$ cat config.mk
export PLATFORM = sky130hd
export DESIGN_NAME = rocc_cmd_issuer
export DESIGN_NICKNAME = d
export VERILOG_FILES = /design/src/rtl/rocc_cmd_issuer.sv
export SDC_FILE = /design/constraint.sdc
export NUM_CORES = 1
export LEC_CHECK = 0
export ABC_CLOCK_PERIOD_IN_PS = 12300
export BUFFER_PORTS_ARGS = -buffer_cell sky130_fd_sc_hd__clkbuf_2
export CORE_ASPECT_RATIO = 1.5
export CORE_MARGIN = 3
export CORE_UTILIZATION = 32
export CTS_BUF_LIST = sky130_fd_sc_hd__clkbuf_4
export DETAILED_ROUTE_END_ITERATION = 10
export SKIP_CTS_REPAIR_TIMING = 1
export SLEW_MARGIN = 40
export SYNTH_ARGS = -nofsm -noshare
export SYNTH_HDL_FRONTEND = slang
export SYNTH_SLANG_ARGS = --single-unit
$ cat constraint.sdc
create_clock -name clk_i -period 12.3 [get_ports clk_i]
set_clock_uncertainty 0.05 [all_clocks]
set_input_delay 1.23 -clock clk_i [delete_from_list [all_inputs] [get_ports clk_i]]
set_output_delay 1.23 -clock clk_i [all_outputs]
set_load 0.05 [all_outputs]
$ cat src/rtl/rocc_cmd_issuer.sv
// rocc_cmd_issuer
// Core-side endpoint of the RoCC command/response interface.
//  - Issue side: accepts custom-opcode instructions into an in-order command FIFO.
//  - Command side: drives the head entry toward the accelerator. A command that expects a
//    response (xd) is only sent while a response-buffer slot is reserved for it (credits).
//  - Response side: responses have no back-pressure and land in a small buffer that feeds the
//    integer writeback port.
//  - Scoreboard: rd_pending_o marks destination registers with an outstanding result so the
//    pipeline can stall on RAW/WAW hazards.
//
// Ports
//   clk_i, rst_ni                 clock, asynchronous active-low reset
//   flush_i                       discard queued commands that are not sent this cycle
//   issue_*                       issue handshake and instruction fields
//   cmd_*                         command handshake and fields toward the accelerator
//   resp_valid_i/data_i/rd_i      accelerator response (taken whenever valid)
//   wb_*                          writeback handshake, data and destination register
//   rd_pending_o                  destination scoreboard (bit 0 is always 0)
//   busy_o                        anything queued, in flight or buffered
//   resp_err_o                    sticky response error (dropped response)
//
// Build option
//   ROCC_RESP_CHECK_EN            when defined, responses that arrive with nothing in flight or
//                                 to a non-pending rd are dropped and flagged.
module rocc_cmd_issuer #(
  parameter int unsigned XLEN       = 64,
  parameter int unsigned CMD_DEPTH  = 4,
  parameter int unsigned RESP_DEPTH = 4
) (
  input  logic            clk_i,
  input  logic            rst_ni,
  input  logic            flush_i,
  // issue
  input  logic            issue_valid_i,
  output logic            issue_ready_o,
  input  logic [6:0]      issue_funct7_i,
  input  logic [XLEN-1:0] issue_rs1_i,
  input  logic [XLEN-1:0] issue_rs2_i,
  input  logic [4:0]      issue_rd_i,
  input  logic            issue_xd_i,
  // command
  output logic            cmd_valid_o,
  input  logic            cmd_ready_i,
  output logic [6:0]      cmd_funct7_o,
  output logic [XLEN-1:0] cmd_rs1_o,
  output logic [XLEN-1:0] cmd_rs2_o,
  output logic [4:0]      cmd_rd_o,
  output logic            cmd_xd_o,
  // response
  input  logic            resp_valid_i,
  input  logic [XLEN-1:0] resp_data_i,
  input  logic [4:0]      resp_rd_i,
  // writeback
  output logic            wb_valid_o,
  input  logic            wb_ready_i,
  output logic [XLEN-1:0] wb_data_o,
  output logic [4:0]      wb_rd_o,
  // status
  output logic [31:0]     rd_pending_o,
  output logic            busy_o,
  output logic            resp_err_o
);

  localparam int unsigned CmdAw  = $clog2(CMD_DEPTH);
  localparam int unsigned RespAw = $clog2(RESP_DEPTH);
  localparam int unsigned CntW   = RespAw + 1;

  localparam logic [CmdAw:0]  CmdPtrOne  = {{CmdAw{1'b0}}, 1'b1};
  localparam logic [RespAw:0] RespPtrOne = {{RespAw{1'b0}}, 1'b1};
  localparam logic [CntW-1:0] CntOne     = {{(CntW-1){1'b0}}, 1'b1};
  localparam logic [CntW:0]   RespDepthC = (CntW+1)'(RESP_DEPTH);

  // ---------------------------------------------------------------------------------------------
  // State
  // ---------------------------------------------------------------------------------------------
  logic [6:0]      cmd_funct7_q [CMD_DEPTH];
  logic [XLEN-1:0] cmd_rs1_q    [CMD_DEPTH];
  logic [XLEN-1:0] cmd_rs2_q    [CMD_DEPTH];
  logic [4:0]      cmd_rd_q     [CMD_DEPTH];
  logic            cmd_xd_q     [CMD_DEPTH];
  logic [CmdAw:0]  cmd_wptr_q, cmd_wptr_d;
  logic [CmdAw:0]  cmd_rptr_q, cmd_rptr_d;

  logic [XLEN-1:0] resp_data_q [RESP_DEPTH];
  logic [4:0]      resp_rd_q   [RESP_DEPTH];
  logic [RespAw:0] resp_wptr_q, resp_wptr_d;
  logic [RespAw:0] resp_rptr_q, resp_rptr_d;

  logic [CntW-1:0] inflight_q, inflight_d;
  logic [31:0]     rd_pending_q, rd_pending_d;
  logic            resp_err_q, resp_err_d;

  // ---------------------------------------------------------------------------------------------
  // Occupancy and handshakes
  // ---------------------------------------------------------------------------------------------
  logic [CmdAw-1:0]  cmd_head_idx, cmd_tail_idx;
  logic [CmdAw:0]    cmd_count;
  logic              cmd_empty, cmd_full;
  logic [RespAw-1:0] resp_head_idx, resp_tail_idx;
  logic [CntW-1:0]   resp_count;
  logic              resp_empty, resp_full;
  logic [CntW:0]     credit_sum;
  logic              credit_ok;
  logic              issue_hs, cmd_hs, wb_hs;
  logic              resp_legal, resp_take, resp_push, resp_err_set;

  assign cmd_head_idx = cmd_rptr_q[CmdAw-1:0];
  assign cmd_tail_idx = cmd_wptr_q[CmdAw-1:0];
  assign cmd_count    = cmd_wptr_q - cmd_rptr_q;
  assign cmd_empty    = (cmd_wptr_q == cmd_rptr_q);
  assign cmd_full     = (cmd_wptr_q[CmdAw] != cmd_rptr_q[CmdAw]) &&
                        (cmd_wptr_q[CmdAw-1:0] == cmd_rptr_q[CmdAw-1:0]);

  assign resp_head_idx = resp_rptr_q[RespAw-1:0];
  assign resp_tail_idx = resp_wptr_q[RespAw-1:0];
  assign resp_count    = resp_wptr_q - resp_rptr_q;
  assign resp_empty    = (resp_wptr_q == resp_rptr_q);
  assign resp_full     = (resp_wptr_q[RespAw] != resp_rptr_q[RespAw]) &&
                         (resp_wptr_q[RespAw-1:0] == resp_rptr_q[RespAw-1:0]);

  // One spare bit so the sum cannot wrap even if unsolicited responses fill the buffer.
  assign credit_sum = {1'b0, inflight_q} + {1'b0, resp_count};
  assign credit_ok  = (credit_sum < RespDepthC);

  // rst_ni gates ready so nothing is acknowledged while reset is held.
  assign issue_ready_o = rst_ni && !cmd_full && !flush_i &&
                         !(issue_xd_i && rd_pending_q[issue_rd_i]);
  assign issue_hs      = issue_valid_i && issue_ready_o;

  assign cmd_funct7_o = cmd_funct7_q[cmd_head_idx];
  assign cmd_rs1_o    = cmd_rs1_q[cmd_head_idx];
  assign cmd_rs2_o    = cmd_rs2_q[cmd_head_idx];
  assign cmd_rd_o     = cmd_rd_q[cmd_head_idx];
  assign cmd_xd_o     = cmd_xd_q[cmd_head_idx];
  assign cmd_valid_o  = !cmd_empty && (!cmd_xd_o || credit_ok);
  assign cmd_hs       = cmd_valid_o && cmd_ready_i;

  assign wb_valid_o = !resp_empty;
  assign wb_data_o  = resp_data_q[resp_head_idx];
  assign wb_rd_o    = resp_rd_q[resp_head_idx];
  assign wb_hs      = wb_valid_o && wb_ready_i;

  assign rd_pending_o = rd_pending_q;
  assign busy_o       = !cmd_empty || (inflight_q != '0) || !resp_empty;
  assign resp_err_o   = resp_err_q;

  // ---------------------------------------------------------------------------------------------
  // Response acceptance
  // ---------------------------------------------------------------------------------------------
`ifdef ROCC_RESP_CHECK_EN
  assign resp_legal = (inflight_q != '0) && ((resp_rd_i == 5'd0) || rd_pending_q[resp_rd_i]);
`else
  assign resp_legal = 1'b1;
`endif

  assign resp_take = resp_valid_i && resp_legal;
  // A pop in the same cycle frees the slot the push needs, so a full buffer still accepts.
  assign resp_push = resp_take && (!resp_full || wb_hs);
  assign resp_err_set = (resp_valid_i && !resp_legal) || (resp_take && resp_full && !wb_hs);

  // ---------------------------------------------------------------------------------------------
  // Flush: mark every occupied entry except a head that is leaving this cycle
  // ---------------------------------------------------------------------------------------------
  logic [CMD_DEPTH-1:0] cmd_discard;

  always_comb begin
    cmd_discard = '0;
    for (int unsigned i = 0; i < CMD_DEPTH; i++) begin
      logic [CmdAw-1:0] offset;
      offset = CmdAw'(i) - cmd_head_idx;
      if (({1'b0, offset} < cmd_count) && !(cmd_hs && (offset == '0))) begin
        cmd_discard[i] = 1'b1;
      end
    end
  end

  // ---------------------------------------------------------------------------------------------
  // Next state
  // ---------------------------------------------------------------------------------------------
  always_comb begin
    cmd_rptr_d = cmd_rptr_q;
    if (cmd_hs) begin
      cmd_rptr_d = cmd_rptr_q + CmdPtrOne;
    end
    cmd_wptr_d = cmd_wptr_q;
    if (flush_i) begin
      cmd_wptr_d = cmd_rptr_d;
    end else if (issue_hs) begin
      cmd_wptr_d = cmd_wptr_q + CmdPtrOne;
    end
  end

  always_comb begin
    resp_rptr_d = resp_rptr_q;
    resp_wptr_d = resp_wptr_q;
    if (wb_hs) begin
      resp_rptr_d = resp_rptr_q + RespPtrOne;
    end
    if (resp_push) begin
      resp_wptr_d = resp_wptr_q + RespPtrOne;
    end
  end

  always_comb begin
    inflight_d = inflight_q;
    if (cmd_hs && cmd_xd_o) begin
      inflight_d = inflight_d + CntOne;
    end
    if (resp_take && (inflight_q != '0)) begin
      inflight_d = inflight_d - CntOne;
    end
  end

  // Clear before set: the hazard check keeps an issue from targeting a register that is
  // being written back, so ordering only matters for consistency.
  always_comb begin
    rd_pending_d = rd_pending_q;
    if (wb_hs) begin
      rd_pending_d[wb_rd_o] = 1'b0;
    end
    if (flush_i) begin
      for (int unsigned i = 0; i < CMD_DEPTH; i++) begin
        if (cmd_discard[i] && cmd_xd_q[i]) begin
          rd_pending_d[cmd_rd_q[i]] = 1'b0;
        end
      end
    end
    if (issue_hs && issue_xd_i) begin
      rd_pending_d[issue_rd_i] = 1'b1;
    end
    rd_pending_d[0] = 1'b0;
  end

  assign resp_err_d = resp_err_q || resp_err_set;

  // ---------------------------------------------------------------------------------------------
  // Registers
  // ---------------------------------------------------------------------------------------------
  always_ff @(posedge clk_i or negedge rst_ni) begin
    if (!rst_ni) begin
      cmd_wptr_q   <= '0;
      cmd_rptr_q   <= '0;
      resp_wptr_q  <= '0;
      resp_rptr_q  <= '0;
      inflight_q   <= '0;
      rd_pending_q <= '0;
      resp_err_q   <= 1'b0;
    end else begin
      cmd_wptr_q   <= cmd_wptr_d;
      cmd_rptr_q   <= cmd_rptr_d;
      resp_wptr_q  <= resp_wptr_d;
      resp_rptr_q  <= resp_rptr_d;
      inflight_q   <= inflight_d;
      rd_pending_q <= rd_pending_d;
      resp_err_q   <= resp_err_d;
    end
  end

  // Storage is reset too so every output field reads 0 while in reset.
  always_ff @(posedge clk_i or negedge rst_ni) begin
    if (!rst_ni) begin
      for (int unsigned i = 0; i < CMD_DEPTH; i++) begin
        cmd_funct7_q[i] <= '0;
        cmd_rs1_q[i]    <= '0;
        cmd_rs2_q[i]    <= '0;
        cmd_rd_q[i]     <= '0;
        cmd_xd_q[i]     <= 1'b0;
      end
    end else if (issue_hs) begin
      cmd_funct7_q[cmd_tail_idx] <= issue_funct7_i;
      cmd_rs1_q[cmd_tail_idx]    <= issue_rs1_i;
      cmd_rs2_q[cmd_tail_idx]    <= issue_rs2_i;
      cmd_rd_q[cmd_tail_idx]     <= issue_rd_i;
      cmd_xd_q[cmd_tail_idx]     <= issue_xd_i;
    end
  end

  always_ff @(posedge clk_i or negedge rst_ni) begin
    if (!rst_ni) begin
      for (int unsigned i = 0; i < RESP_DEPTH; i++) begin
        resp_data_q[i] <= '0;
        resp_rd_q[i]   <= '0;
      end
    end else if (resp_push) begin
      resp_data_q[resp_tail_idx] <= resp_data_i;
      resp_rd_q[resp_tail_idx]   <= resp_rd_i;
    end
  end

endmodule

==> results.md <==
* Status: complete, no violations
* Post-DP HPWL at 74,400 um
* Total detailed-routing wirelength at 111,000 um
* Register area at 22,200 um2
* TritonRoute pass-1 iters at 5
* Vias in the first global route at 27,900
* Synthesized net count at 2,847
* Final #Nets at 3,408
* Slew Limit Fails at 0
* Area grow syn2layout at 16.9%
* Starting Density at 0.324
* Post-synth EDFFs at 0
* Area of the multi-input gates at 17,500 um2
* Drt drc at 0
* Final Hold Viols at 0
* Worst endpoint required time at 11.02 ns
* Synth area leader: dfrtp_1
* Via/cell ratio at 5.11
* Worst skew pair latency at 1.21 ns
* DR iter-0 viols at 1,357
* RD Place Congestion at 0.952
* Total grt overflow at 0
* Worst Path Class, Setup: register to output pin
* Total GRT Usage at 0.169
* Hold_ws at 0.208 ns
* Core Util, Final at 0.379
* CTS Buf Count at 219
* Seq/Total Area, Yosys at 0.545
* Clock sink total at 887
* Critical path's slowest cell: dfrtp_4
* Slew margin rel. at 0.411
* Filler instances at 12,100
* HP Class: input pin to register
* Via Count at 25,600
* Synth Instances at 2,601
* Pin count of the biggest net entering global routing at 148
* Part of the cycle the worst path needs at 0.504
* Number of synthesized register bits at 887
* Die ar. at 132,000 um2
* Layout cells sized above 1 at 0.563
* Initial antenna violation count at 21
* Main flop type after synthesis: dfrtp_1
* CTS clk-pin slew, worst paths at 0.07 ns
* First-pass GRT wire length at 172,000 um
* CP Max Fanout at 41
* Setup crit end kind: output pin
* DR WL/cell at 22.1 um
* Share of the synthesized area in the top cell type at 0.545
* FFs w/ async S/R, synth at 1.00
* Antenna Nets Post-Route at 0
* Synthesized area at 40,700 um2
* Tmin final at 6.20 ns
* Root Buffer: clkbuf_4
* Fin area at 47,600 um2
* CTS tree: built
* RSZ-0062 raised after global routing: no
* Slowest Stage Delay on Critical Path at 0.68 ns
* Post-Syn Area per Cell at 15.7 um2
* H-Tree Depth at 4
* Die width at 297 um
* Commonest cells in the netlist: 887 x dfrtp_1, 782 x mux2_2, 210 x mux4_2
* Worst Tran Pin Value at 0.880 ns
* TNS Setup at 0 ns
* CTS Buffer Depth at 3
* # setup viols final at 0
* Area of the core at 126,000 um2
* Die height at 443 um
* Top post-synthesis cells by area: dfrtp_1 54%, mux2_2 22%, mux4_2 12%, mux2_1 1.7%, buf_6 0.86%
* Yosys warns at 0
* CP cell instances: buf_12 -> buf_6 -> buf_4 -> buf_12 -> buf_6 -> mux4_2 -> clkbuf_2
* Most frequent cell after synthesis: dfrtp_1
* IO Pins at 464
* Unique masters post-synth at 76
* # port buffers at 462
* DP Area at 44,700 um2
* CP bufs+invs at 6
* Crit path launch type: register
* WP data arrival at 4.92 ns
* Row Count at 159
* CP top delay family: buffers and inverters
* MaxCap Viol Count at 0
* Fmax at 0.161 GHz
through the flow:
step,instances,setup WS (ns)
after floorplan,2601,7.56
after global placement,4619,6.55
after detailed placement,4624,6.86
after CTS,4993,5.49
after global routing,5010,5.62
final,5013,6.10
cell usage in the layout (no fill, tap or decap), drive strengths merged, types with 13 or more instances in the layout:
master and count:
dfrtp 887, mux2 842, clkbuf 768, mux4 210, clkinv 54, buf 49, o21ai 45, inv 45
nor2 37, nor3 34, nand2 33, ha 27, nand3 22, mux2i 17, a211oi 14, diode 13
o22ai 13
state kept, by name, indices dropped and copies added, names as in the netlist:
signal	cells
cmd_rptr_q	3
cmd_rd_q	20
cmd_rs2_q	256
inflight_q	3
cmd_wptr_q	3
resp_rd_q	20
resp_rptr_q	3
cmd_xd_q	4
resp_wptr_q	3
resp_data_q	256
cmd_rs1_q	256
resp_err_o	1
cmd_funct7_q	28
rd_pending_o	31
logic make-up (layout without fill, tap and decap cells):
kind of cell / count (synthesis) / after routing / synth area share
buffers and inverters: 210 / 919 / 0.0270
multiplexers: 1069 / 1069 / 0.353
XOR/XNOR: 16 / 16 / 0.00415
flip-flops: 887 / 887 / 0.545
adder cells (fa/ha/maj): 29 / 29 / 0.00928
other: 1 / 14 / 0.0000921
AO/OA/AOI/OAI: 178 / 178 / 0.0337
AND/OR/NAND/NOR: 211 / 211 / 0.0280
area by class of cell:
class,instances,area share
well taps,1690,0.0444
clock buffers,307,0.0484
flip-flops and latches,887,0.466
clock inverters,62,0.00838
inverters,39,0.00307
multi-input cells,1504,0.367
repair buffers,511,0.0616
diodes,13,0.000683
worst paths after layout:
| path | start | endpoint | slack (ns) | cells after the start |
|---|---|---|---|---|
| max | cmd_rptr_q[0]$_DFF_PN0_ | cmd_rs1_o[49] | 6.10 | 7 |
| min reg2reg | cmd_rs1_q[100]$_DFFE_PN0P_ | cmd_rs1_q[100]$_DFFE_PN0P_ | 0.43 | 1 |
| min | issue_rs1_i[49] | cmd_rs1_q[241]$_DFFE_PN0P_ | 0.21 | 2 |
| min in group asynchronous | rst_ni | cmd_rs2_q[131]$_DFFE_PN0P_ | 0.59 | 2 |
| max reg2reg | cmd_rptr_q[1]$_DFF_PN0_ | cmd_rs1_q[130]$_DFFE_PN0P_ | 7.23 | 10 |
| max in group asynchronous | rst_ni | resp_data_q[22]$_DFFE_PN0P_ | 8.58 | 7 |
routing by layer:
| layer | share of wire | wire (um) | track usage |
|---|---|---|---|
| met5 | 0.00096 | 106 | 0 |
| met1 | 0.39 | 43800 | 0.198 |
| met3 | 0.080 | 8910 | 0.0616 |
| met4 | 0.037 | 4120 | 0.0731 |
| met2 | 0.49 | 54000 | 0.279 |
Power is not shown: default switching activity piles up to over one toggle a cycle in this logic, so the estimate is an artifact.
